===== config.mk =====
export PLATFORM = sky130hd
export DESIGN_NAME = flipdot_stream_rx
export DESIGN_NICKNAME = d
export VERILOG_FILES = /design/src/rtl/flipdot_stream_rx_pkg.sv /design/src/rtl/flipdot_stream_rx_uart.sv /design/src/rtl/flipdot_stream_rx.sv
export SDC_FILE = /design/constraint.sdc
export NUM_CORES = 2
export LEC_CHECK = 0
export ABC_AREA = 1
export ABC_CLOCK_PERIOD_IN_PS = 75000
export BUFFER_PORTS_ARGS = -buffer_cell sky130_fd_sc_hd__buf_2
export CAP_MARGIN = 10
export CELL_PAD_IN_SITES_DETAIL_PLACEMENT = 1
export CELL_PAD_IN_SITES_GLOBAL_PLACEMENT = 1
export CORE_MARGIN = 2
export CORE_UTILIZATION = 40
export CTS_BUF_LIST = sky130_fd_sc_hd__clkbuf_16
export CTS_CLUSTER_DIAMETER = 40
export DETAILED_ROUTE_END_ITERATION = 10
export MAX_ROUTING_LAYER = met4
export PLACE_DENSITY = 0.72
export REMOVE_ABC_BUFFERS = 1
export SLEW_MARGIN = 15
export SYNTH_ARGS = -nofsm -noshare
export SYNTH_HDL_FRONTEND = slang
export SYNTH_SLANG_ARGS = --single-unit

===== constraint.sdc =====
create_clock -name ball_clock -period 75 [get_ports ball_clock]
set_input_delay 7.5 -clock ball_clock [delete_from_list [all_inputs] [get_ports ball_clock]]
set_output_delay 7.5 -clock ball_clock [all_outputs]
set_load 0.02 [all_outputs]

===== src/rtl/flipdot_stream_rx_pkg.sv =====
// Shared constants and types for the flipdot serial stream receiver:
// packet framing bytes, default geometry and the error code encoding.
package flipdot_stream_rx_pkg;

    localparam logic [7:0] HDR_START = 8'h80;
    localparam logic [7:0] HDR_CMD   = 8'h83;
    localparam logic [7:0] PKT_END   = 8'h8F;

    localparam int DEF_LINE_BYTES = 28;
    localparam int DEF_NUM_LINES  = 8;

    typedef enum logic [1:0] {
        ERR_NONE    = 2'd0,
        ERR_FRAMING = 2'd1,
        ERR_SEQ     = 2'd2,
        ERR_ADDR    = 2'd3
    } err_code_e;

endpackage


===== src/rtl/flipdot_stream_rx_uart.sv =====
// 8N1 UART receiver (uart_rx_8n1): mid-bit sampling, glitch rejection on the
// start bit, and a one-cycle byte or framing-error pulse at the stop sample.
module uart_rx_8n1 #(
    parameter int CLKS_PER_BIT = 218
) (
    input  logic       ball_clock,
    input  logic       reset,
    input  logic       rxd_i,
    output logic       byte_valid_o,
    output logic [7:0] byte_o,
    output logic       frame_err_o
);

    localparam int CW = $clog2(CLKS_PER_BIT);
    localparam logic [CW-1:0] FULL = CW'(CLKS_PER_BIT - 1);
    localparam logic [CW-1:0] HALF = CW'(CLKS_PER_BIT / 2 - 1);

    typedef enum logic [1:0] {U_IDLE, U_START, U_DATA, U_STOP} ustate_e;

    ustate_e       state_q, state_d;
    logic [CW-1:0] cnt_q, cnt_d;
    logic [2:0]    bitIdx_q, bitIdx_d;
    logic [7:0]    shift_q, shift_d;
    logic          rxdPrev_q;

    always_ff @(posedge ball_clock or posedge reset) begin
        if (reset) begin
            state_q   <= U_IDLE;
            cnt_q     <= '0;
            bitIdx_q  <= '0;
            shift_q   <= '0;
            rxdPrev_q <= 1'b1;
        end else begin
            state_q   <= state_d;
            cnt_q     <= cnt_d;
            bitIdx_q  <= bitIdx_d;
            shift_q   <= shift_d;
            rxdPrev_q <= rxd_i;
        end
    end

    // Returning to U_IDLE right at the stop sample lets a start edge that
    // follows with zero idle time be caught on the very next cycle.
    always_comb begin
        state_d      = state_q;
        cnt_d        = cnt_q;
        bitIdx_d     = bitIdx_q;
        shift_d      = shift_q;
        byte_valid_o = 1'b0;
        frame_err_o  = 1'b0;
        unique case (state_q)
            U_IDLE: begin
                if (rxdPrev_q && !rxd_i) begin
                    state_d = U_START;
                    cnt_d   = '0;
                end
            end
            U_START: begin
                if (cnt_q == HALF) begin
                    cnt_d    = '0;
                    bitIdx_d = '0;
                    state_d  = rxd_i ? U_IDLE : U_DATA;
                end else begin
                    cnt_d = cnt_q + CW'(1);
                end
            end
            U_DATA: begin
                if (cnt_q == FULL) begin
                    cnt_d   = '0;
                    shift_d = {rxd_i, shift_q[7:1]};
                    if (bitIdx_q == 3'd7) begin
                        state_d = U_STOP;
                    end else begin
                        bitIdx_d = bitIdx_q + 3'd1;
                    end
                end else begin
                    cnt_d = cnt_q + CW'(1);
                end
            end
            U_STOP: begin
                if (cnt_q == FULL) begin
                    cnt_d        = '0;
                    state_d      = U_IDLE;
                    byte_valid_o = rxd_i;
                    frame_err_o  = !rxd_i;
                end else begin
                    cnt_d = cnt_q + CW'(1);
                end
            end
            default: state_d = U_IDLE;
        endcase
    end

    assign byte_o = shift_q;

endmodule


===== src/rtl/flipdot_stream_rx.sv =====
// Flipdot stream receiver: UART front end, packet parser and 224-entry image
// buffer with a registered read port. FLIPDOT_RX_STATS_EN adds event counters.
module flipdot_stream_rx
    import flipdot_stream_rx_pkg::*;
#(
    parameter int CLKS_PER_BIT = 218,
    parameter int LINE_BYTES   = DEF_LINE_BYTES,
    parameter int NUM_LINES    = DEF_NUM_LINES
) (
    input  logic       ball_clock,
    input  logic       reset,
    input  logic       rxd,
    input  logic [7:0] rd_index,
    output logic [6:0] rd_data,
    output logic       line_done,
    output logic [2:0] line_addr,
    output logic       frame_done,
    output logic       err_pulse,
    output logic [1:0] err_code
`ifdef FLIPDOT_RX_STATS_EN
    ,
    input  logic        stat_clr,
    output logic [15:0] stat_lines,
    output logic [15:0] stat_frames,
    output logic [15:0] stat_errs
`endif
);

    localparam int DEPTH = LINE_BYTES * NUM_LINES;

    typedef enum logic [2:0] {P_IDLE, P_CMD, P_ADDR, P_DATA, P_END} pstate_e;

    logic       rxdMeta_q, rxdSync_q;
    logic       byteValid, frameErr;
    logic [7:0] rxByte;

    always_ff @(posedge ball_clock or posedge reset) begin
        if (reset) begin
            rxdMeta_q <= 1'b1;
            rxdSync_q <= 1'b1;
        end else begin
            rxdMeta_q <= rxd;
            rxdSync_q <= rxdMeta_q;
        end
    end

    uart_rx_8n1 #(.CLKS_PER_BIT(CLKS_PER_BIT)) uUart (
        .ball_clock  (ball_clock),
        .reset       (reset),
        .rxd_i       (rxdSync_q),
        .byte_valid_o(byteValid),
        .byte_o      (rxByte),
        .frame_err_o (frameErr)
    );

    pstate_e    pState_q, pState_d;
    logic [2:0] addr_q, addr_d;
    logic [4:0] count_q, count_d;
    logic       lineDone_q, lineDone_d;
    logic [2:0] lineAddr_q, lineAddr_d;
    logic       frameDone_q, frameDone_d;
    logic       errPulse_q, errPulse_d;
    err_code_e  errCode_q, errCode_d;
    logic       errNow;
    err_code_e  errKind;
    logic       wrEn;
    logic [7:0] wrIdx;
    logic [6:0] rdData_q;
    logic [6:0] buffer_q [0:DEPTH-1];

    assign wrIdx = 8'(addr_q) * 8'(LINE_BYTES) + 8'(count_q);

    always_ff @(posedge ball_clock or posedge reset) begin
        if (reset) begin
            pState_q    <= P_IDLE;
            addr_q      <= '0;
            count_q     <= '0;
            lineDone_q  <= 1'b0;
            lineAddr_q  <= '0;
            frameDone_q <= 1'b0;
            errPulse_q  <= 1'b0;
            errCode_q   <= ERR_NONE;
        end else begin
            pState_q    <= pState_d;
            addr_q      <= addr_d;
            count_q     <= count_d;
            lineDone_q  <= lineDone_d;
            lineAddr_q  <= lineAddr_d;
            frameDone_q <= frameDone_d;
            errPulse_q  <= errPulse_d;
            errCode_q   <= errCode_d;
        end
    end

    // A framing error overrides whatever byte the parser would have seen;
    // any other error resynchronises on the offending byte if it is a header.
    always_comb begin
        pState_d    = pState_q;
        addr_d      = addr_q;
        count_d     = count_q;
        lineDone_d  = 1'b0;
        lineAddr_d  = lineAddr_q;
        frameDone_d = 1'b0;
        errPulse_d  = 1'b0;
        errCode_d   = errCode_q;
        errNow      = 1'b0;
        errKind     = ERR_SEQ;
        wrEn        = 1'b0;
        if (frameErr) begin
            errPulse_d = 1'b1;
            errCode_d  = ERR_FRAMING;
            pState_d   = P_IDLE;
        end else if (byteValid) begin
            unique case (pState_q)
                P_IDLE: if (rxByte == HDR_START) pState_d = P_CMD;
                P_CMD: begin
                    if (rxByte == HDR_CMD) pState_d = P_ADDR;
                    else errNow = 1'b1;
                end
                P_ADDR: begin
                    if (rxByte < 8'(NUM_LINES)) begin
                        addr_d   = rxByte[2:0];
                        count_d  = '0;
                        pState_d = P_DATA;
                    end else begin
                        errNow  = 1'b1;
                        errKind = ERR_ADDR;
                    end
                end
                P_DATA: begin
                    if (!rxByte[7]) begin
                        wrEn = 1'b1;
                        if (count_q == 5'(LINE_BYTES - 1)) pState_d = P_END;
                        else count_d = count_q + 5'd1;
                    end else begin
                        errNow = 1'b1;
                    end
                end
                P_END: begin
                    if (rxByte == PKT_END) begin
                        lineDone_d  = 1'b1;
                        lineAddr_d  = addr_q;
                        frameDone_d = (addr_q == 3'(NUM_LINES - 1));
                        pState_d    = P_IDLE;
                    end else begin
                        errNow = 1'b1;
                    end
                end
                default: pState_d = P_IDLE;
            endcase
            if (errNow) begin
                errPulse_d = 1'b1;
                errCode_d  = errKind;
                pState_d   = (rxByte == HDR_START) ? P_CMD : P_IDLE;
            end
        end
    end

    // Read samples the pre-write contents, so a same-cycle write to the read
    // index shows up one read later.
    always_ff @(posedge ball_clock or posedge reset) begin
        if (reset) begin
            for (int i = 0; i < DEPTH; i++) buffer_q[i] <= '0;
            rdData_q <= '0;
        end else begin
            if (wrEn) buffer_q[wrIdx] <= rxByte[6:0];
            if (rd_index < 8'(DEPTH)) rdData_q <= buffer_q[rd_index];
            else rdData_q <= '0;
        end
    end

    assign rd_data    = rdData_q;
    assign line_done  = lineDone_q;
    assign line_addr  = lineAddr_q;
    assign frame_done = frameDone_q;
    assign err_pulse  = errPulse_q;
    assign err_code   = errCode_q;

`ifdef FLIPDOT_RX_STATS_EN
    logic [15:0] statLines_q, statFrames_q, statErrs_q;

    always_ff @(posedge ball_clock or posedge reset) begin
        if (reset) begin
            statLines_q  <= '0;
            statFrames_q <= '0;
            statErrs_q   <= '0;
        end else if (stat_clr) begin
            statLines_q  <= '0;
            statFrames_q <= '0;
            statErrs_q   <= '0;
        end else begin
            if (lineDone_q && statLines_q != 16'hFFFF) statLines_q <= statLines_q + 16'd1;
            if (frameDone_q && statFrames_q != 16'hFFFF) statFrames_q <= statFrames_q + 16'd1;
            if (errPulse_q && statErrs_q != 16'hFFFF) statErrs_q <= statErrs_q + 16'd1;
        end
    end

    assign stat_lines  = statLines_q;
    assign stat_frames = statFrames_q;
    assign stat_errs   = statErrs_q;
`endif

endmodule


# [Word level (Yosys, flattened, before mapping)]
# Cells that the tools add are included.
[totals] regBits=1618 out_inout_bits=15
[op_classes] add_sub_neg=4 n_mul=1 magnitude_cmp=5 eq_ne=30 mux=68 bitwise_logic=3 n_reduce_logical=18
[op_table] operator="bitwise mux 1568 bit" count=1
[op_table] operator="binary-select mux 7 bit (select 8 bit)" count=1
[op_table] operator="demux 7 bit (select 8 bit)" count=1
[op_table] operator="2-to-1 mux 3 bit" count=12
[op_table] operator="equality test 8 bit, second input constant" count=4
[op_table] operator="2-to-1 mux 1 bit" count=28
[op_table] operator="2-to-1 mux 7 bit" count=4
[op_table] operator="2-to-1 mux 8 bit" count=3
[op_table] operator="inequality test 4 bit, second input constant" count=6
[op_table] operator="case mux 8 bit (3 select lines)" count=1
[op_table] operator=">= comparator 9 bit, second input constant" count=2
[op_table] operator="2-to-1 mux 2 bit" count=9
[op_table] operator="inverter 8 -> 9 bit" count=2
[op_table] operator="2-to-1 mux 5 bit" count=3
[op_table] operator="case mux 3 bit (5 select lines)" count=1
[op_table] operator="AND reduction 4 bit" count=3
[op_table] operator="inequality test 2 x 1 -> 1 bit, second input constant" count=5
[op_table] operator="case mux 5 bit (2 select lines)" count=1
[op_table] operator="equality test 3 bit, second input constant" count=3
[op_table] operator="less-than comparator 9 x 1 -> 1 bit, second input constant" count=1
[op_table] operator="adder 8 x 1 -> 8 bit, second input constant" count=1
[op_table] operator="adder 8 x 5 -> 8 bit" count=1
[op_table] operator="equality test 8 x 7 -> 1 bit, second input constant" count=1
[op_table] operator="less-than comparator 8 x 4 -> 1 bit, second input constant" count=1
[op_table] operator="24 further kinds" count=34

# [Longest topological paths before layout]
[depth] depth_word=8 ltp_mapped=18 depth_no_buf=16

# [Hierarchy]
# A second synthesis with hierarchy kept.
[unflattened] hier_cells=9305 area_unflattened_um2=74054.8
[modules_own_cells] module="flipdot_stream_rx" n_inst=1 cells_each=9164 area_each_um2=72773.5 seq_area_each_um2=39940.8
[modules_own_cells] module="uart_rx_8n1" n_inst=1 cells_each=141 area_each_um2=1281.2 seq_area_each_um2=551.8

# [Least setup slack after synthesis]
# No wires, ideal clock.
[synth_path] path_kind="input-to-reg" startpoint="input port rd_index[0]" endpoint="register rdData_q[0], in the netlist rd_data[0]" setup_time_ns=0.065 t_arrival_ns=9.140 path_slack_ns=65.795 cell_stages=12 path_buffers=4 cell_sequence="clkbuf_1 > clkbuf_1 > buf_2 > buf_1 > nor2_1 > o211ai_1 > nand3_1 > nand3_1 > nand3_1 > nand2_1 > nand2_1 > nand2_1"
[synth_via] elab_chain_cells=5 word_cells_on_any_way=6
[synth_rtl] item="from (decl)" line="flipdot_stream_rx.sv:13" source="input logic [7:0] rd_index,"
[synth_rtl] item="inverter 8 -> 9 bit (implied by the code)" line="flipdot_stream_rx.sv:167" source="if (rd_index < 8'(DEPTH)) rdData_q <= buffer_q[rd_index];"
[synth_rtl] item="binary-select mux 7 bit (select 8 bit)" line="flipdot_stream_rx.sv:167"
[synth_rtl] item="2-to-1 mux 7 bit (implied by the code) (2 in series)" line="flipdot_stream_rx.sv:167"
[synth_rtl] item="2-to-1 mux 7 bit (*)" line="flipdot_stream_rx.sv:167"
[synth_rtl] item="to (signal assigned)" line="flipdot_stream_rx.sv:167"
[synth_rtl] item="to (decl)" line="flipdot_stream_rx.sv:68" source="logic [6:0] rdData_q;"
# Every way passes the cells marked *; elsewhere a longest branch is shown, timed or not. The select of a mux whose other input is x is not followed.
# A chain may end at the register's enable or synchronous reset.

# [Final worst setup path]
# Same ends and word-level chain as after synthesis.

==> results.json <==
{
  "routed_wl_um": 265000,
  "postCtsResizedCells": 0,
  "grt_use_met1_pct": 36.8,
  "worst_ep_required_time_ps": 75850,
  "finalNetCount": 8968,
  "reg2reg_slack_ps": 70200,
  "crit_path_end": "rd_data[0]$_DFF_PP0_",
  "post-dp-hpwl_um": 150000,
  "cts_tree": "done",
  "grt_pass1_vias": 69100,
  "hp-class": "register to register",
  "antenna_found_initial": 8,
  "dieArea_mm2": 0.197,
  "yosysTopAreaCellShare_pct": 52.2,
  "syn_area_per_cell_um2": 8.32,
  "syn_to_final_growth_pct": 11.9,
  "worstMarginPinSlew_ps": 1240,
  "yosysWarnings": 0,
  "ys_ff_latch": 1618,
  "yosys-top-cells-area": "dfrtp_1 (52%), nand2_1 (17%), nand3_1 (8.4%), o21ai_1 (6.0%), o21ai_0 (3.4%)",
  "min_period_ps": 11560,
  "cts_buffers": 290,
  "grt_use_met3_pct": 4.14,
  "hold_violations": 0,
  "final-seq-area_mm2": 0.0405,
  "yosys.area.top_type": "dfrtp_1",
  "post_cts_buffers": 0,
  "io_pins": 26,
  "synth_area_mm2": 0.0774,
  "syn_inst": 9299,
  "setup_viol": 0,
  "synth_cell_types": 43,
  "p_leak_nw": 39.0,
  "root_buffer": "clkbuf_16",
  "overflow": 0,
  "core-area_mm2": 0.192,
  "postCtsHoldBufs": 0,
  "cap_violations": 0,
  "drtPass1Iterations": 5,
  "io_buffers": 25,
  "die_h_um": 444,
  "multi_input_area_mm2": 0.0322,
  "htreeDepth": 5,
  "met2_usage_pct": 43.5,
  "critical_path.startpoint": "rd_index[0]",
  "reg2reg_depth": 13,
  "rr_endpoint": "buffer_q[1448]$_DFFE_PP0P_",
  "period_share_pct": 15.4,
  "ant_nets": 0,
  "clock-sinks": 1618,
  "grt_pass1_wl_um": 417000,
  "wl_per_cell_um": 22.7,
  "std_cell_rows": 161,
  "rsz0062_at_grt": "false",
  "die_x_um": 444,
  "relSlewSlack_pct": 17.0,
  "worst-setup-path-type": "input pin to register",
  "clkTransAtPathRegs_ps": 50,
  "clock.fmax_mhz": 86.5,
  "drt_iter0_markers": 5509,
  "grt_max_degree": 186,
  "rr_startpoint": "addr_q[0]$_DFFE_PP0P_",
  "end_kind": "register",
  "num-fill-cells": 22500,
  "cp_data_arrival_time_ps": 12410,
  "clockBufferDepth": 4,
  "fin_setup_tns_ps": 0,
  "crit_fanout": 166,
  "grt_util_all_layers_pct": 27.7,
  "status": "completed",
  "vias": 65600,
  "clk-insertion-delay-late_ps": 930,
  "irDropWorstVdd_mv": 0.0171,
  "place.gp.congestion": 0.833,
  "cp-start-kind": "input pin",
  "fin_skew_ps": 73.0,
  "p_per_area_mw_per_mm2": 26.4,
  "totalPowerFinal_mw": 2.29,
  "layout-drive-gt1-share_pct": 10.4,
  "vias_per_cell": 5.61,
  "yosysSeqAreaShare_pct": 52.3,
  "grt_most_used_layer": "met2",
  "start_util_pct": 40.2,
  "slew_violations": 0,
  "drc": 0
}
synthesized netlist by cell type:
library cell / number
nand2_1: 3442
dfrtp_1: 1615
nand3_1: 1301
o21ai_1: 927
o21ai_0: 527
clkbuf_1: 455
o21ai_2: 193
nand2_4: 165
buf_6: 164
nor2_1: 107
buf_2: 69
inv_1: 60
buf_1: 55
a21oi_1: 47
nor2_4: 26
o31ai_1: 22
ha_1: 17
buf_12: 16
nor3_1: 10
o211ai_1: 8
xor2_1: 8
buf_4: 7
clkinv_1: 7
o221ai_1: 7
o22ai_1: 7
nand4_1: 5
fa_1: 4
dfstp_2: 3
inv_2: 3
nor2_2: 3
nor4_1: 3
xnor2_1: 3
nand3_2: 2
o2111ai_1: 2
a31oi_1: 1
a32o_1: 1
nand2_2: 1
nand3_4: 1
nand4_2: 1
nor3_4: 1
o32ai_1: 1
o41ai_1: 1
or2_2: 1
critical path, cell delays in order:
cell and delay, ps:
buf_8 200, inv_8 610, buf_12 620, buf_4 790
buf_4 670, buf_4 660, nand2_1 110, nand3_1 110
nand3_1 110, nand3_1 210, nand2_1 90, nand2_1 70
nand3_1 150, nand3_1 130, nand3_1 90, nand2_1 80
cells in the final DEF (no fill, tap or decap), types with 3 or more instances in the layout:
cell type and count:
nor3_1 10, buf_4 70, xor2_1 8, nand2_1 3442, nor2_4 26, clkinv_2 39
clkbuf_16 293, xnor2_1 3, clkinv_1 37, o21ai_2 193, o22ai_1 7, diode_2 8
inv_1 83, o31ai_1 22, clkinvlp_4 25, inv_6 25, buf_2 21, clkinv_4 14
a21oi_1 47, o221ai_1 7, dfstp_2 3, ha_1 17, o21ai_0 527, inv_8 11
nor4_1 3, nor2_2 3, dfrtp_1 1615, nand4_1 5, buf_12 17, o211ai_1 8
nand3_1 1301, fa_1 4, nor2_1 107, o21ai_1 927, nand2_4 165, bufinv_16 37
area by class of cell:
| class | instances | share of cell area [%] |
|---|---|---|
| multi-input cells | 6845 | 37.1 |
| inverters | 70 | 0.402 |
| clock inverters | 204 | 2.40 |
| repair buffers | 111 | 1.17 |
| flip-flops and latches | 1618 | 46.8 |
| well taps | 2526 | 3.65 |
| diodes | 8 | 0.0231 |
| clock buffers | 293 | 8.47 |
report_power, final:
part,leakage [nW],internal [mW],switching [mW]
combinational,11.8,0.0221,0.0876
clock,4.66,0.836,0.461
sequential,22.6,0.877,0.00364
metrics by stage:
stage	hold slack, ps	worst slack (ps)	std cells	util [%]	area [µm²]
2_1_floorplan	345	21850	8533	-	72900
3_3_place_gp	346	62590	11200	40.1	77200
3_5_place_dp	351	62540	11200	40.1	77200
4_1_cts	364	63450	11700	45.0	86600
5_1_grt	366	63060	11700	45.0	86600
6_report	360	63440	11700	45.0	86600
logic make-up (layout without fill, tap and decap cells):
logic type | Yosys count | in the layout | synth area share, %
compound gates | 1744 | 1744 | 12.4
xor+xnor | 11 | 11 | 0.125
fa+ha+maj | 21 | 21 | 0.378
buf+inv | 836 | 678 | 6.13
flops | 1618 | 1618 | 52.3
other cells | 0 | 8 | 0
simple gates | 5069 | 5069 | 28.7
state kept, by name, indices dropped and copies added, names as in the netlist, 5 cells and up, named ones only:
| signal | flops |
|---|---|
| uUart.cnt_q | 8 |
| rd_data | 7 |
| count_q | 5 |
| uUart.byte_o | 8 |
| buffer_q | 1568 |
layer usage:
layer | routed length (µm) | vias up
li1 | - | 30100
met1 | 119000 | 33400
met2 | 124000 | 1601
met3 | 13400 | 450
met4 | 8210 | 0
met5 | 0 | -
how the worst min path moves through the flow:
stage                             start                   to  slack, ps  cells past startpoint
floorplan           rxdMeta_q$_DFF_PP1_  rxdSync_q$_DFF_PP1_        350                      0
global placement    rxdMeta_q$_DFF_PP1_  rxdSync_q$_DFF_PP1_        350                      0
detailed placement  rxdMeta_q$_DFF_PP1_  rxdSync_q$_DFF_PP1_        350                      0
CTS                 rxdMeta_q$_DFF_PP1_  rxdSync_q$_DFF_PP1_        360                      0
global route        rxdMeta_q$_DFF_PP1_  rxdSync_q$_DFF_PP1_        370                      0
finish              rxdMeta_q$_DFF_PP1_  rxdSync_q$_DFF_PP1_        360                      0
Power figures use the tool's default switching activity.
